<file path="src/rtl/rdx_wb_ctrl_pkg.sv">
// Shared types and constants for the mixed-radix FFT write-back stage.
// Lane k of every vector is written to bank k.
package rdx_wb_ctrl_pkg;

    localparam int W_DATA   = 18;
    localparam int W_ADDR   = 10;
    localparam int FF_DEPTH = 32;
    localparam int W_CNT    = 12;
    localparam int N_LANES  = 5;
    localparam int W_PTR    = $clog2(FF_DEPTH);
    localparam int W_FCNT   = W_PTR + 1;

    localparam logic [2:0] RDX2 = 3'd2;
    localparam logic [2:0] RDX3 = 3'd3;
    localparam logic [2:0] RDX4 = 3'd4;
    localparam logic [2:0] RDX5 = 3'd5;

    typedef logic signed [W_DATA-1:0] sample_t;
    typedef sample_t [0:N_LANES-1]    lane_vec_t;
    typedef logic [W_ADDR-1:0]        addr_t;
    typedef addr_t [0:N_LANES-1]      addr_vec_t;

    // Bit k set when lane k is active for the given radix; unknown radix writes nothing.
    function automatic logic [N_LANES-1:0] lane_mask(input logic [2:0] factor);
        case (factor)
            RDX2:    lane_mask = 5'b00011;
            RDX3:    lane_mask = 5'b00111;
            RDX4:    lane_mask = 5'b01111;
            RDX5:    lane_mask = 5'b11111;
            default: lane_mask = 5'b00000;
        endcase
    endfunction

endpackage

</file>
<file path="src/rtl/rdx_wb_ctrl_if.sv">
// Bus between the twiddle stage / read-side controller (master) and the
// write-back controller (slave).
interface rdx_wb_ctrl_if;
    import rdx_wb_ctrl_pkg::*;

    logic [2:0]       factor;
    addr_t            stride;
    logic [W_CNT-1:0] frame_len;
    logic             addr_wrreq;
    addr_t            addr_in;
    logic             sclr_ff_addr;
    logic             rdreq_ff_addr;
    logic             in_val;
    lane_vec_t        din_real;
    lane_vec_t        din_imag;
    logic [4:0]       wr_en;
    addr_vec_t        wr_addr;
    lane_vec_t        wr_real;
    lane_vec_t        wr_imag;
    logic             frame_done;
    logic             ff_full;
    logic             ff_empty;
    logic             err_ovf;
    logic             err_udf;

    modport master (
        output factor, stride, frame_len, addr_wrreq, addr_in, sclr_ff_addr,
               rdreq_ff_addr, in_val, din_real, din_imag,
        input  wr_en, wr_addr, wr_real, wr_imag, frame_done, ff_full, ff_empty,
               err_ovf, err_udf
    );

    modport slave (
        input  factor, stride, frame_len, addr_wrreq, addr_in, sclr_ff_addr,
               rdreq_ff_addr, in_val, din_real, din_imag,
        output wr_en, wr_addr, wr_real, wr_imag, frame_done, ff_full, ff_empty,
               err_ovf, err_udf
    );

endinterface

</file>
<file path="src/rtl/rdx_addr_fifo.sv">
// Synchronous base-address FIFO with registered read data, count-derived
// full/empty flags and a synchronous clear that overrides push and pop.
module rdx_addr_fifo
    import rdx_wb_ctrl_pkg::*;
(
    input  logic  clk,
    input  logic  rst_n,
    input  logic  sclr,
    input  logic  wrreq,
    input  addr_t din,
    input  logic  rdreq,
    output addr_t q,
    output logic  q_val,
    output logic  full,
    output logic  empty,
    output logic  ovf,
    output logic  udf
);

    addr_t             mem_r [FF_DEPTH];
    logic [W_PTR-1:0]  wr_ptr_r;
    logic [W_PTR-1:0]  rd_ptr_r;
    logic [W_FCNT-1:0] count_r;
    logic [W_FCNT-1:0] count_nxt_s;
    addr_t             q_r;
    logic              q_val_r;
    logic              full_r;
    logic              empty_r;
    logic              do_pop_s;
    logic              do_push_s;

    // A pop frees a slot, so push+pop on a full FIFO goes through.
    always_comb begin
        do_pop_s    = rdreq & ~empty_r & ~sclr;
        do_push_s   = wrreq & (~full_r | do_pop_s) & ~sclr;
        count_nxt_s = count_r;
        case ({do_push_s, do_pop_s})
            2'b10:   count_nxt_s = count_r + W_FCNT'(1);
            2'b01:   count_nxt_s = count_r - W_FCNT'(1);
            default: count_nxt_s = count_r;
        endcase
        ovf = wrreq & full_r & ~do_pop_s & ~sclr;
        udf = rdreq & empty_r & ~sclr;
    end

    // Storage array: no reset needed, occupancy is tracked by the pointers.
    always_ff @(posedge clk) begin
        if (rst_n && do_push_s) begin
            mem_r[wr_ptr_r] <= din;
        end
    end

    // Pointers, occupancy flags and registered read port.
    always_ff @(posedge clk) begin
        if (!rst_n) begin
            wr_ptr_r <= '0;
            rd_ptr_r <= '0;
            count_r  <= '0;
            q_r      <= '0;
            q_val_r  <= 1'b0;
            full_r   <= 1'b0;
            empty_r  <= 1'b1;
        end else if (sclr) begin
            wr_ptr_r <= '0;
            rd_ptr_r <= '0;
            count_r  <= '0;
            q_val_r  <= 1'b0;
            full_r   <= 1'b0;
            empty_r  <= 1'b1;
        end else begin
            if (do_push_s) begin
                wr_ptr_r <= wr_ptr_r + W_PTR'(1);
            end
            if (do_pop_s) begin
                rd_ptr_r <= rd_ptr_r + W_PTR'(1);
                q_r      <= mem_r[rd_ptr_r];
            end
            q_val_r <= do_pop_s;
            count_r <= count_nxt_s;
            full_r  <= (count_nxt_s == W_FCNT'(FF_DEPTH));
            empty_r <= (count_nxt_s == W_FCNT'(0));
        end
    end

    assign q     = q_r;
    assign q_val = q_val_r;
    assign full  = full_r;
    assign empty = empty_r;

endmodule

</file>
<file path="src/rtl/rdx_wb_ctrl.sv">
// FFT write-back stage: pairs each twiddled vector with its FIFO base address,
// issues per-bank writes two cycles after in_val and counts vectors per stage.
module rdx_wb_ctrl
    import rdx_wb_ctrl_pkg::*;
(
    input logic          clk,
    input logic          rst_n,
    rdx_wb_ctrl_if.slave bus
);

    addr_t              q_s;
    logic               q_val_s;
    logic               ovf_s;
    logic               udf_s;
    logic               vec_ok_s;
    logic               last_s;
    logic               drop_s;
    logic [N_LANES-1:0] mask_s;
    addr_vec_t          lane_addr_s;
    addr_t              stride_x2_s;
    addr_t              stride_x4_s;

    logic               v1_r;
    lane_vec_t          d1_real_r;
    lane_vec_t          d1_imag_r;
    logic [W_CNT-1:0]   cnt_r;
    logic [N_LANES-1:0] wr_en_r;
    addr_vec_t          wr_addr_r;
    lane_vec_t          wr_real_r;
    lane_vec_t          wr_imag_r;
    logic               frame_done_r;
    logic               err_ovf_r;
    logic               err_udf_r;

    rdx_addr_fifo u_fifo (
        .clk   (clk),
        .rst_n (rst_n),
        .sclr  (bus.sclr_ff_addr),
        .wrreq (bus.addr_wrreq),
        .din   (bus.addr_in),
        .rdreq (bus.rdreq_ff_addr),
        .q     (q_s),
        .q_val (q_val_s),
        .full  (bus.ff_full),
        .empty (bus.ff_empty),
        .ovf   (ovf_s),
        .udf   (udf_s)
    );

    // Lane addresses q + k*stride built from shifts; additions wrap at 2^W_ADDR.
    always_comb begin
        stride_x2_s    = bus.stride << 1;
        stride_x4_s    = bus.stride << 2;
        lane_addr_s[0] = q_s;
        lane_addr_s[1] = q_s + bus.stride;
        lane_addr_s[2] = q_s + stride_x2_s;
        lane_addr_s[3] = q_s + stride_x2_s + bus.stride;
        lane_addr_s[4] = q_s + stride_x4_s;
        vec_ok_s       = v1_r & q_val_s;
        mask_s         = lane_mask(bus.factor) & {N_LANES{vec_ok_s}};
        last_s         = (bus.frame_len != {W_CNT{1'b0}}) &&
                         (cnt_r == bus.frame_len - W_CNT'(1));
        drop_s         = bus.in_val & ~bus.rdreq_ff_addr;
    end

    // Alignment stage, registered bank writes, vector counter and sticky errors.
    always_ff @(posedge clk) begin
        if (!rst_n) begin
            v1_r         <= 1'b0;
            d1_real_r    <= '0;
            d1_imag_r    <= '0;
            cnt_r        <= '0;
            wr_en_r      <= '0;
            wr_addr_r    <= '0;
            wr_real_r    <= '0;
            wr_imag_r    <= '0;
            frame_done_r <= 1'b0;
            err_ovf_r    <= 1'b0;
            err_udf_r    <= 1'b0;
        end else begin
            v1_r      <= bus.in_val;
            d1_real_r <= bus.din_real;
            d1_imag_r <= bus.din_imag;
            wr_en_r   <= mask_s;
            for (int k = 0; k < N_LANES; k++) begin
                wr_addr_r[k] <= mask_s[k] ? lane_addr_s[k] : '0;
                wr_real_r[k] <= mask_s[k] ? d1_real_r[k]   : '0;
                wr_imag_r[k] <= mask_s[k] ? d1_imag_r[k]   : '0;
            end
            frame_done_r <= vec_ok_s & last_s;
            if (bus.sclr_ff_addr) begin
                cnt_r <= '0;
            end else if (vec_ok_s) begin
                cnt_r <= last_s ? '0 : cnt_r + W_CNT'(1);
            end
            err_ovf_r <= err_ovf_r | ovf_s;
            err_udf_r <= err_udf_r | udf_s | drop_s;
        end
    end

    assign bus.wr_en      = wr_en_r;
    assign bus.wr_addr    = wr_addr_r;
    assign bus.wr_real    = wr_real_r;
    assign bus.wr_imag    = wr_imag_r;
    assign bus.frame_done = frame_done_r;
    assign bus.err_ovf    = err_ovf_r;
    assign bus.err_udf    = err_udf_r;

endmodule

</file>
<file path="src/flat_wrapper.sv">
// flat-port wrapper written by rule: the top's interface ports become plain ports
module rdx_wb_ctrl_flat import rdx_wb_ctrl_pkg::*;
  (clk, rst_n, bus_factor, bus_stride, bus_frame_len, bus_addr_wrreq, bus_addr_in, bus_sclr_ff_addr, bus_rdreq_ff_addr, bus_in_val, bus_din_real, bus_din_imag, bus_wr_en, bus_wr_addr, bus_wr_real, bus_wr_imag, bus_frame_done, bus_ff_full, bus_ff_empty, bus_err_ovf, bus_err_udf);
  rdx_wb_ctrl_if bus_i ();
  input logic clk;
  input logic rst_n;
  input wire logic [$bits(bus_i.factor)-1:0] bus_factor;
  input wire logic [$bits(bus_i.stride)-1:0] bus_stride;
  input wire logic [$bits(bus_i.frame_len)-1:0] bus_frame_len;
  input wire logic [$bits(bus_i.addr_wrreq)-1:0] bus_addr_wrreq;
  input wire logic [$bits(bus_i.addr_in)-1:0] bus_addr_in;
  input wire logic [$bits(bus_i.sclr_ff_addr)-1:0] bus_sclr_ff_addr;
  input wire logic [$bits(bus_i.rdreq_ff_addr)-1:0] bus_rdreq_ff_addr;
  input wire logic [$bits(bus_i.in_val)-1:0] bus_in_val;
  input wire logic [$bits(bus_i.din_real)-1:0] bus_din_real;
  input wire logic [$bits(bus_i.din_imag)-1:0] bus_din_imag;
  output wire logic [$bits(bus_i.wr_en)-1:0] bus_wr_en;
  output wire logic [$bits(bus_i.wr_addr)-1:0] bus_wr_addr;
  output wire logic [$bits(bus_i.wr_real)-1:0] bus_wr_real;
  output wire logic [$bits(bus_i.wr_imag)-1:0] bus_wr_imag;
  output wire logic [$bits(bus_i.frame_done)-1:0] bus_frame_done;
  output wire logic [$bits(bus_i.ff_full)-1:0] bus_ff_full;
  output wire logic [$bits(bus_i.ff_empty)-1:0] bus_ff_empty;
  output wire logic [$bits(bus_i.err_ovf)-1:0] bus_err_ovf;
  output wire logic [$bits(bus_i.err_udf)-1:0] bus_err_udf;
  assign bus_i.factor = bus_factor;
  assign bus_i.stride = bus_stride;
  assign bus_i.frame_len = bus_frame_len;
  assign bus_i.addr_wrreq = bus_addr_wrreq;
  assign bus_i.addr_in = bus_addr_in;
  assign bus_i.sclr_ff_addr = bus_sclr_ff_addr;
  assign bus_i.rdreq_ff_addr = bus_rdreq_ff_addr;
  assign bus_i.in_val = bus_in_val;
  assign bus_i.din_real = bus_din_real;
  assign bus_i.din_imag = bus_din_imag;
  assign bus_wr_en = bus_i.wr_en;
  assign bus_wr_addr = bus_i.wr_addr;
  assign bus_wr_real = bus_i.wr_real;
  assign bus_wr_imag = bus_i.wr_imag;
  assign bus_frame_done = bus_i.frame_done;
  assign bus_ff_full = bus_i.ff_full;
  assign bus_ff_empty = bus_i.ff_empty;
  assign bus_err_ovf = bus_i.err_ovf;
  assign bus_err_udf = bus_i.err_udf;
  rdx_wb_ctrl u_core (.clk(clk), .rst_n(rst_n), .bus(bus_i));
endmodule
</file>
<file path="config.mk">
export PLATFORM = sky130hd
export DESIGN_NAME = rdx_wb_ctrl_flat
export DESIGN_NICKNAME = d
export VERILOG_FILES = /design/src/rtl/rdx_wb_ctrl_pkg.sv /design/src/rtl/rdx_wb_ctrl_if.sv /design/src/rtl/rdx_addr_fifo.sv /design/src/rtl/rdx_wb_ctrl.sv /design/src/flat_wrapper.sv
export SDC_FILE = /design/constraint.sdc
export NUM_CORES = 1
export LEC_CHECK = 0
export BUFFER_PORTS_ARGS = -buffer_cell sky130_fd_sc_hd__buf_2
export CAP_MARGIN = 15
export CELL_PAD_IN_SITES_DETAIL_PLACEMENT = 1
export CELL_PAD_IN_SITES_GLOBAL_PLACEMENT = 2
export CORE_UTILIZATION = 35
export DETAILED_ROUTE_END_ITERATION = 12
export PLACE_DENSITY_LB_ADDON = 0.05
export SLEW_MARGIN = 10
export SYNTH_ARGS = -nofsm -noshare
export SYNTH_HDL_FRONTEND = slang
export SYNTH_HIERARCHICAL = 1
export SYNTH_SLANG_ARGS = --single-unit
export TNS_END_PERCENT = 20
</file>
<file path="constraint.sdc">
create_clock -name clk -period 3.3 [get_ports clk]
set_clock_uncertainty 0.05 [all_clocks]
set_input_delay 0.495 -clock clk [delete_from_list [all_inputs] [get_ports clk]]
set_output_delay 0.495 -clock clk [all_outputs]
set_load 0.02 [all_outputs]
</file>
* Yosys cells after proc, flatten, opt, wreduce, memory -nomap -nowiden
Memories as Yosys holds them, arrays and structs flattened. A register that Yosys moved wholly into a read port is not among the register bits.
Index checks and enable logic that the tools add are counted.
** Cells by class
- Bitwise logic cells :: 23
- Muxes and demuxes :: 5
- Equal/unequal tests :: 8
- Reduce and logical (&&, ||, !) cells :: 12
- $add $sub $neg :: 10
** Operators with widths (count)
- $add A10 B10 Y10 :: 4
- $pmux W5 S4 :: 1
- $add A12 B1 Y12 const B :: 1
- $and A1 B1 Y1 :: 12
- $eq A12 B12 Y1 :: 1
- $mux W12 :: 1
- $pmux W6 S2 :: 1
- $reduce_and A2 Y1 :: 6
- $reduce_bool A12 Y1 :: 1
- $sub A12 B1 Y12 const B :: 1
- $add A5 B1 Y5 const B :: 2
- $add A6 B1 Y6 const B :: 1
- $eq A3 B2 Y1 const B :: 2
- $eq A3 B3 Y1 const B :: 2
- $eq A6 B6 Y1 const B :: 1
- $logic_not A6 Y1 :: 1
- $not A1 Y1 :: 6
- $sub A6 B1 Y6 const B :: 1
- $and A5 B5 Y5 :: 1
- $or A1 B1 Y1 :: 4
- $eq A2 B1 Y1 const B :: 1
- $eq A2 B2 Y1 const B :: 1
- $logic_and A1 B1 Y1 :: 2
- $mux W1 :: 2
- other kinds (2) :: 2
** Word-level totals
- Input bits :: 221
- Word-level logic and storage cells :: 96
- Flip-flop bits (word level) :: 450
- Memory bits (writable) :: 320
- Output and inout bits :: 240
- Memories kept :: 1
** Memory list
- u_core.u_fifo.mem_r :: depth 32, bits a word 10, read ports 1, clocked after Yosys merged registers in 1, write ports 1, RTL line rdx_addr_fifo.sv:20 : addr_t mem_r [FF_DEPTH];

* Longest topological paths before layout
- Word-level depth :: 9
- Mapped depth :: 14
- Depth with buffers taken out :: 14

* Cells and area by module
The synthesis kept the hierarchy.
** By module, submodules not included
- rdx_addr_fifo :: area each 13659.4 um2, times used 1, seq. area each 10189.8 um2, cells each 710
- rdx_wb_ctrl :: area each 13367.8 um2, times used 1, seq. area each 8608.3 um2, cells each 1175

* Worst setup path before layout
OpenSTA, ideal clock, no wires.
- Path type :: input port to flip-flop
- Start :: input port bus_rdreq_ff_addr
- End :: register u_core.u_fifo.full_r (netlist: u_core/u_fifo/full)
- Arrival time :: 2977 ps
- Path buffers :: 1
- Slack :: 186 ps
- Stages :: 13
- Setup time :: 87 ps
- Data required time :: 3163 ps
- Cells stage by stage :: inv_1 o21ai_0 and3b_1 clkbuf_1 inv_1 ha_1 ha_1 a211oi_1 nor2_1 or4_1 and4_1 nor3_2 nor4b_2
** On the way
- Longest elaborated chain between the ends :: 8
- Elaborated cells on any way between the ends :: 9
- Those cells by class :: eq/ne: 3; mux: 1; bitwise: 5
** Ends and longest elaborated chain
- start: declaration :: RTL line flat_wrapper.sv:13 : input wire logic [$bits(bus_i.rdreq_ff_addr)-1:0] bus_rdreq_ff_addr;
- $and A1 B1 Y1 * (2 in a row) :: RTL line rdx_addr_fifo.sv:34 : do_pop_s = rdreq & ~empty_r & ~sclr;
- $or A1 B1 Y1 :: RTL line rdx_addr_fifo.sv:35 : do_push_s = wrreq & (~full_r | do_pop_s) & ~sclr;
- $and A1 B1 Y1 (2 in a row) :: RTL line rdx_addr_fifo.sv:35
- $eq A2 B1 Y1 or $eq A2 B2 Y1 (tied branches) :: RTL line rdx_addr_fifo.sv:37 : case ({do_push_s, do_pop_s})
- $pmux W6 S2 * :: RTL line rdx_addr_fifo.sv:37
- $eq A6 B6 Y1 * :: RTL line rdx_addr_fifo.sv:80 : full_r <= (count_nxt_s == W_FCNT'(FF_DEPTH));
- end signal: assignment :: RTL line rdx_addr_fifo.sv:80
- end: declaration :: RTL line rdx_addr_fifo.sv:27 : logic full_r;
Mark *: on every way between the ends. The rest lies on a longest branch, timed or not.
A chain may end at the register's enable or synchronous reset.

* Worst setup path after layout
- Start :: register u_core.u_fifo.empty_r (netlist: u_core/u_fifo/empty)
- End :: register u_core.u_fifo.full_r (netlist: u_core/u_fifo/full)
** On the way
- Longest elaborated chain between the ends :: 9
- Elaborated cells on any way between the ends :: 10
- Those cells by class :: eq/ne: 3; mux: 1; bitwise: 6
** Ends and longest elaborated chain
- start: declaration :: RTL line rdx_addr_fifo.sv:28 : logic empty_r;
- start signal: assignment :: RTL line rdx_addr_fifo.sv:81 : empty_r <= (count_nxt_s == W_FCNT'(0));
- $not A1 Y1 * :: RTL line rdx_addr_fifo.sv:34
- $and A1 B1 Y1 * (2 in a row) :: RTL line rdx_addr_fifo.sv:34
- $or A1 B1 Y1 :: RTL line rdx_addr_fifo.sv:35
- $and A1 B1 Y1 (2 in a row) :: RTL line rdx_addr_fifo.sv:35
- $eq A2 B1 Y1 or $eq A2 B2 Y1 (tied branches) :: RTL line rdx_addr_fifo.sv:37
- $pmux W6 S2 * :: RTL line rdx_addr_fifo.sv:37
- $eq A6 B6 Y1 * :: RTL line rdx_addr_fifo.sv:80
Marked as above.

==> reports/qor.txt <==
sequential share of power = 50.8%
Rows = 101
Post-synth EDFFs = 320
WP data arrival = 3.51 ns
Clock Tree Root = clkbuf_16
async set or reset register ratio after synthesis = 0%
Clock Tree Buf Depth = 3
Top FF cell, synth = dfxtp_1
Netlist cell types = 68
crit path buf inv count = 2
num ports = 461
height of the die = 279.9 um
clock share of power = 45.3%
area grow syn2layout = 29.46%
vias per std cell = 4.630
Die ar. = 0.07834 mm2
slowest stage cell, crit path = or4_1
Place WS = -0.06687 ns
register area share after synthesis = 69.55%
max incr delay on CP = 0.50 ns
Cell Area, Synth = 0.02703 mm2
Net Sw Frac = 20.69%
critical path depth = 12
Comb power frac = 3.9%
initial antenna violation count = 2
Worst EP required = 3.77 ns
status = completed
max-slew violation count = 0
H-tree Lvls = 3
Seq cells post-synth = 779
Area contributors post-synth = edfxtp_1, dfxtp_1, and2_1
vias in the first global route = 18,118
TritonCTS Buffers = 84
Worst Setup End Kind = flop
GRT Overall Usage = 19.18%
pwr/cell area = 572.5 mW/mm2
Post-Syn Instances = 1,885
routed vias = 16,946
DP Cell Count = 3,367
NumNets Final = 2,838
Fmax = 0.3284 GHz
Setup crit start = u_core/u_fifo/empty$_SDFF_PP1_
setup ws final = 0.2551 ns
post-synth top area cell = edfxtp_1
syn_nets = 2,156
Port Buffers = 460
GP Congestion = 0.7627
DIE WIDTH = 279.9 um
Post-Syn Area per Cell = 14.34 um2
largest net degree at the start of global routing = 181
Initial Util = 35.47%
Clk Latency, worst-skew pair = 0.62 ns
final non-filler cell total = 3,660
Slew @ Worst Pin = 1.083 ns
Pint = 15.89 mW
commonest non-fill, non-tap cells in the layout = buf_2, dfxtp_1, and2_1, edfxtp_1, dlygate4sd3_1
cells on worst reg2reg path = 12
hold_sp = bus_din_real[45]
Worst Hold Class = primary input to flop
hold depth = 2
period utilization = 92.27%
crit path kind = flop to flop
Final Hold Viols = 0
grt ovf = 0
total iterations of the first detailed-routing run = 7
synth warn = 6
antenna violation net count after detailed routing = 0
WL final = 75.58 mm
DRT iter0 DRCs = 765
drt wl/cell = 20.65 um
share of layout cells above drive strength 1 = 28.11%
post-CTS sizing = 0
post-synth top area share = 35.55%
Reg clk slew, reported paths = 0.06 ns
first-pass GRT wire length = 112.4 mm
clock sink count = 779
CTS tree = built
residual DRC count = 0
IR drop worst, VDD = 414.9 uV
crit-path max FO = 6
Tmin final = 3.045 ns
worst r2r src = u_core/u_fifo/empty$_SDFF_PP1_
RSZ-0062 raised after global routing = no
core area = 0.07620 mm2
sum of net half-perimeters after detailed placement = 52.41 mm
total of max-cap violations = 0
P_leak = 14.17 nW
Setup violations, final = 0
Slew Limit Headroom = 27.67%
worst path cell trace = o21ai_0 > and3b_1 > inv_1 > ha_1 > buf_4 > ha_1 > o21ai_0 > nor2_1 > or4_1 > and4_1 > nor3_2 > nor4b_2
sw power = 4.143 mW
commonest non-fill, non-tap cell in the layout = buf_2
Worst setup SP type = flop
CP delay by family, top = simple AND/OR/NAND/NOR gates
## layer usage
metal / global-route usage, % / vias up / share of wire, %
met5: 0 / - / 0.0093
met4: 6.936 / 2 / 3.4
met3: 3.653 / 129 / 4.8
met2: 33.68 / 394 / 51
met1: 23.34 / 8401 / 41
li1: - / 8020 / -
## worst reg2reg max path: cells and delay by family (launching register included)
kind / cells / cell delay, ns
and+or+nand+nor: 6 / 1.41
DFF: 1 / 0.36
buffers and inverters: 2 / 0.24
adders and majority gates: 2 / 0.56
AOI/OAI and AO/OA: 2 / 0.33
## cell usage after synthesis, types with 4 or more instances
| cell type | count |
|---|---|
| nor3_1 | 19 |
| fa_1 | 5 |
| nor2_1 | 109 |
| o22ai_1 | 10 |
| nand2b_1 | 7 |
| clkbuf_1 | 65 |
| xnor2_1 | 32 |
| o221ai_1 | 10 |
| edfxtp_1 | 320 |
| inv_1 | 21 |
| nor2b_1 | 14 |
| a21oi_1 | 46 |
| a22oi_1 | 10 |
| dfxtp_1 | 459 |
| mux4_1 | 5 |
| o21a_1 | 7 |
| and3_1 | 42 |
| o21ai_0 | 13 |
| a21o_1 | 7 |
| mux2i_1 | 42 |
| ha_1 | 45 |
| nand4_1 | 6 |
| a31oi_1 | 5 |
| or3_1 | 5 |
| nand2_1 | 29 |
| nand3b_1 | 6 |
| xor2_1 | 29 |
| nand3_1 | 14 |
| a2111oi_2 | 5 |
| a22o_1 | 18 |
| mux4_2 | 56 |
| buf_1 | 4 |
| buf_2 | 8 |
| a2111oi_0 | 7 |
| and2_1 | 352 |
| buf_4 | 6 |
## area by class of cell
type / count / area [um2]
well taps: 1030 / 1289
diodes: 1 / 2.502
clock inverters: 25 / 201.4
fillers: 7874 / 41210
clock buffers: 123 / 2471
repair buffers: 683 / 4389
multi-input cells: 997 / 7751
flip-flops and latches: 779 / 18800
inverters: 22 / 82.58
## metrics by stage
stage	total power [mW]	utilization, %	setup TNS [ns]	hold slack [ns]	area [um2]
6_report	20.03	45.92	0	0.04124	34990
5_1_grt	20.80	45.91	0	0.007060	34990
4_1_cts	20.37	45.91	0	0.0002496	34990
3_5_place_dp	11.03	40.52	-0.1242	0.3623	30870
3_3_place_gp	11.01	40.52	-0.07165	0.3589	30870
2_1_floorplan	10.68	-	0	0.3557	27030
## cells by family (layout without fill, tap and decap cells)
| family | count (synthesis) | after routing | share of synthesized area, % |
|---|---|---|---|
| and+or+nand+nor | 624 | 624 | 13.28 |
| muxes | 104 | 104 | 6.750 |
| adders and majority gates | 50 | 50 | 2.454 |
| AOI/OAI and AO/OA | 158 | 158 | 4.213 |
| xor gates and xnor gates | 61 | 61 | 1.977 |
| DFF | 779 | 779 | 69.55 |
| buffers and inverters | 109 | 853 | 1.778 |
| other | 0 | 1 | 0 |
## state kept, by name (all words and copies together), names as in the netlist
signal and cells:
u_core/u_fifo/full 1, u_core/u_fifo/mem_r 320, u_core/cnt_r 12, u_core/u_fifo/q_val 1, u_core/bus.err_ovf 1, u_core/bus.frame_done 1
u_core/bus.wr_addr 50, u_core/u_fifo/empty 1, u_core/bus.wr_imag 90, u_core/u_fifo/wr_ptr_r 5, u_core/bus.wr_real 90, u_core/v1_r 1
u_core/d1_real_r 90, u_core/u_fifo/rd_ptr_r 5, u_core/u_fifo/count_r 6, u_core/u_fifo/q 10, u_core/bus.err_udf 1, u_core/d1_imag_r 90
u_core/bus.wr_en 4
## worst paths after layout
check	to	slack [ns]
max	u_core/u_fifo/full$_SDFF_PP0_	0.26
min	u_core/d1_real_r[45]$_SDFF_PN0_	0.04
max reg2reg	u_core/u_fifo/full$_SDFF_PP0_	0.26
min reg2reg	u_core/bus.wr_imag[77]$_SDFF_PN0_	0.37
## power by group through the flow
stage	Clock, mW	Combinational, mW	Sequential (mW)
3_3_place_gp	0	0.634	10.4
3_5_place_dp	0	0.651	10.4
6_report	9.07	0.787	10.2
5_1_grt	9.75	0.870	10.2
4_1_cts	9.39	0.807	10.2
2_1_floorplan	0	0.310	10.4
## repair_timing
| item | CTS | global route |
|---|---|---|
| hold buffers | 144 | 0 |
| buffers inserted | 0 | 0 |
| hold endpoints to repair | 144 | 0 |
| endpoints found under the setup margin | 0 | 0 |
Power figures use the tool's default switching activity.
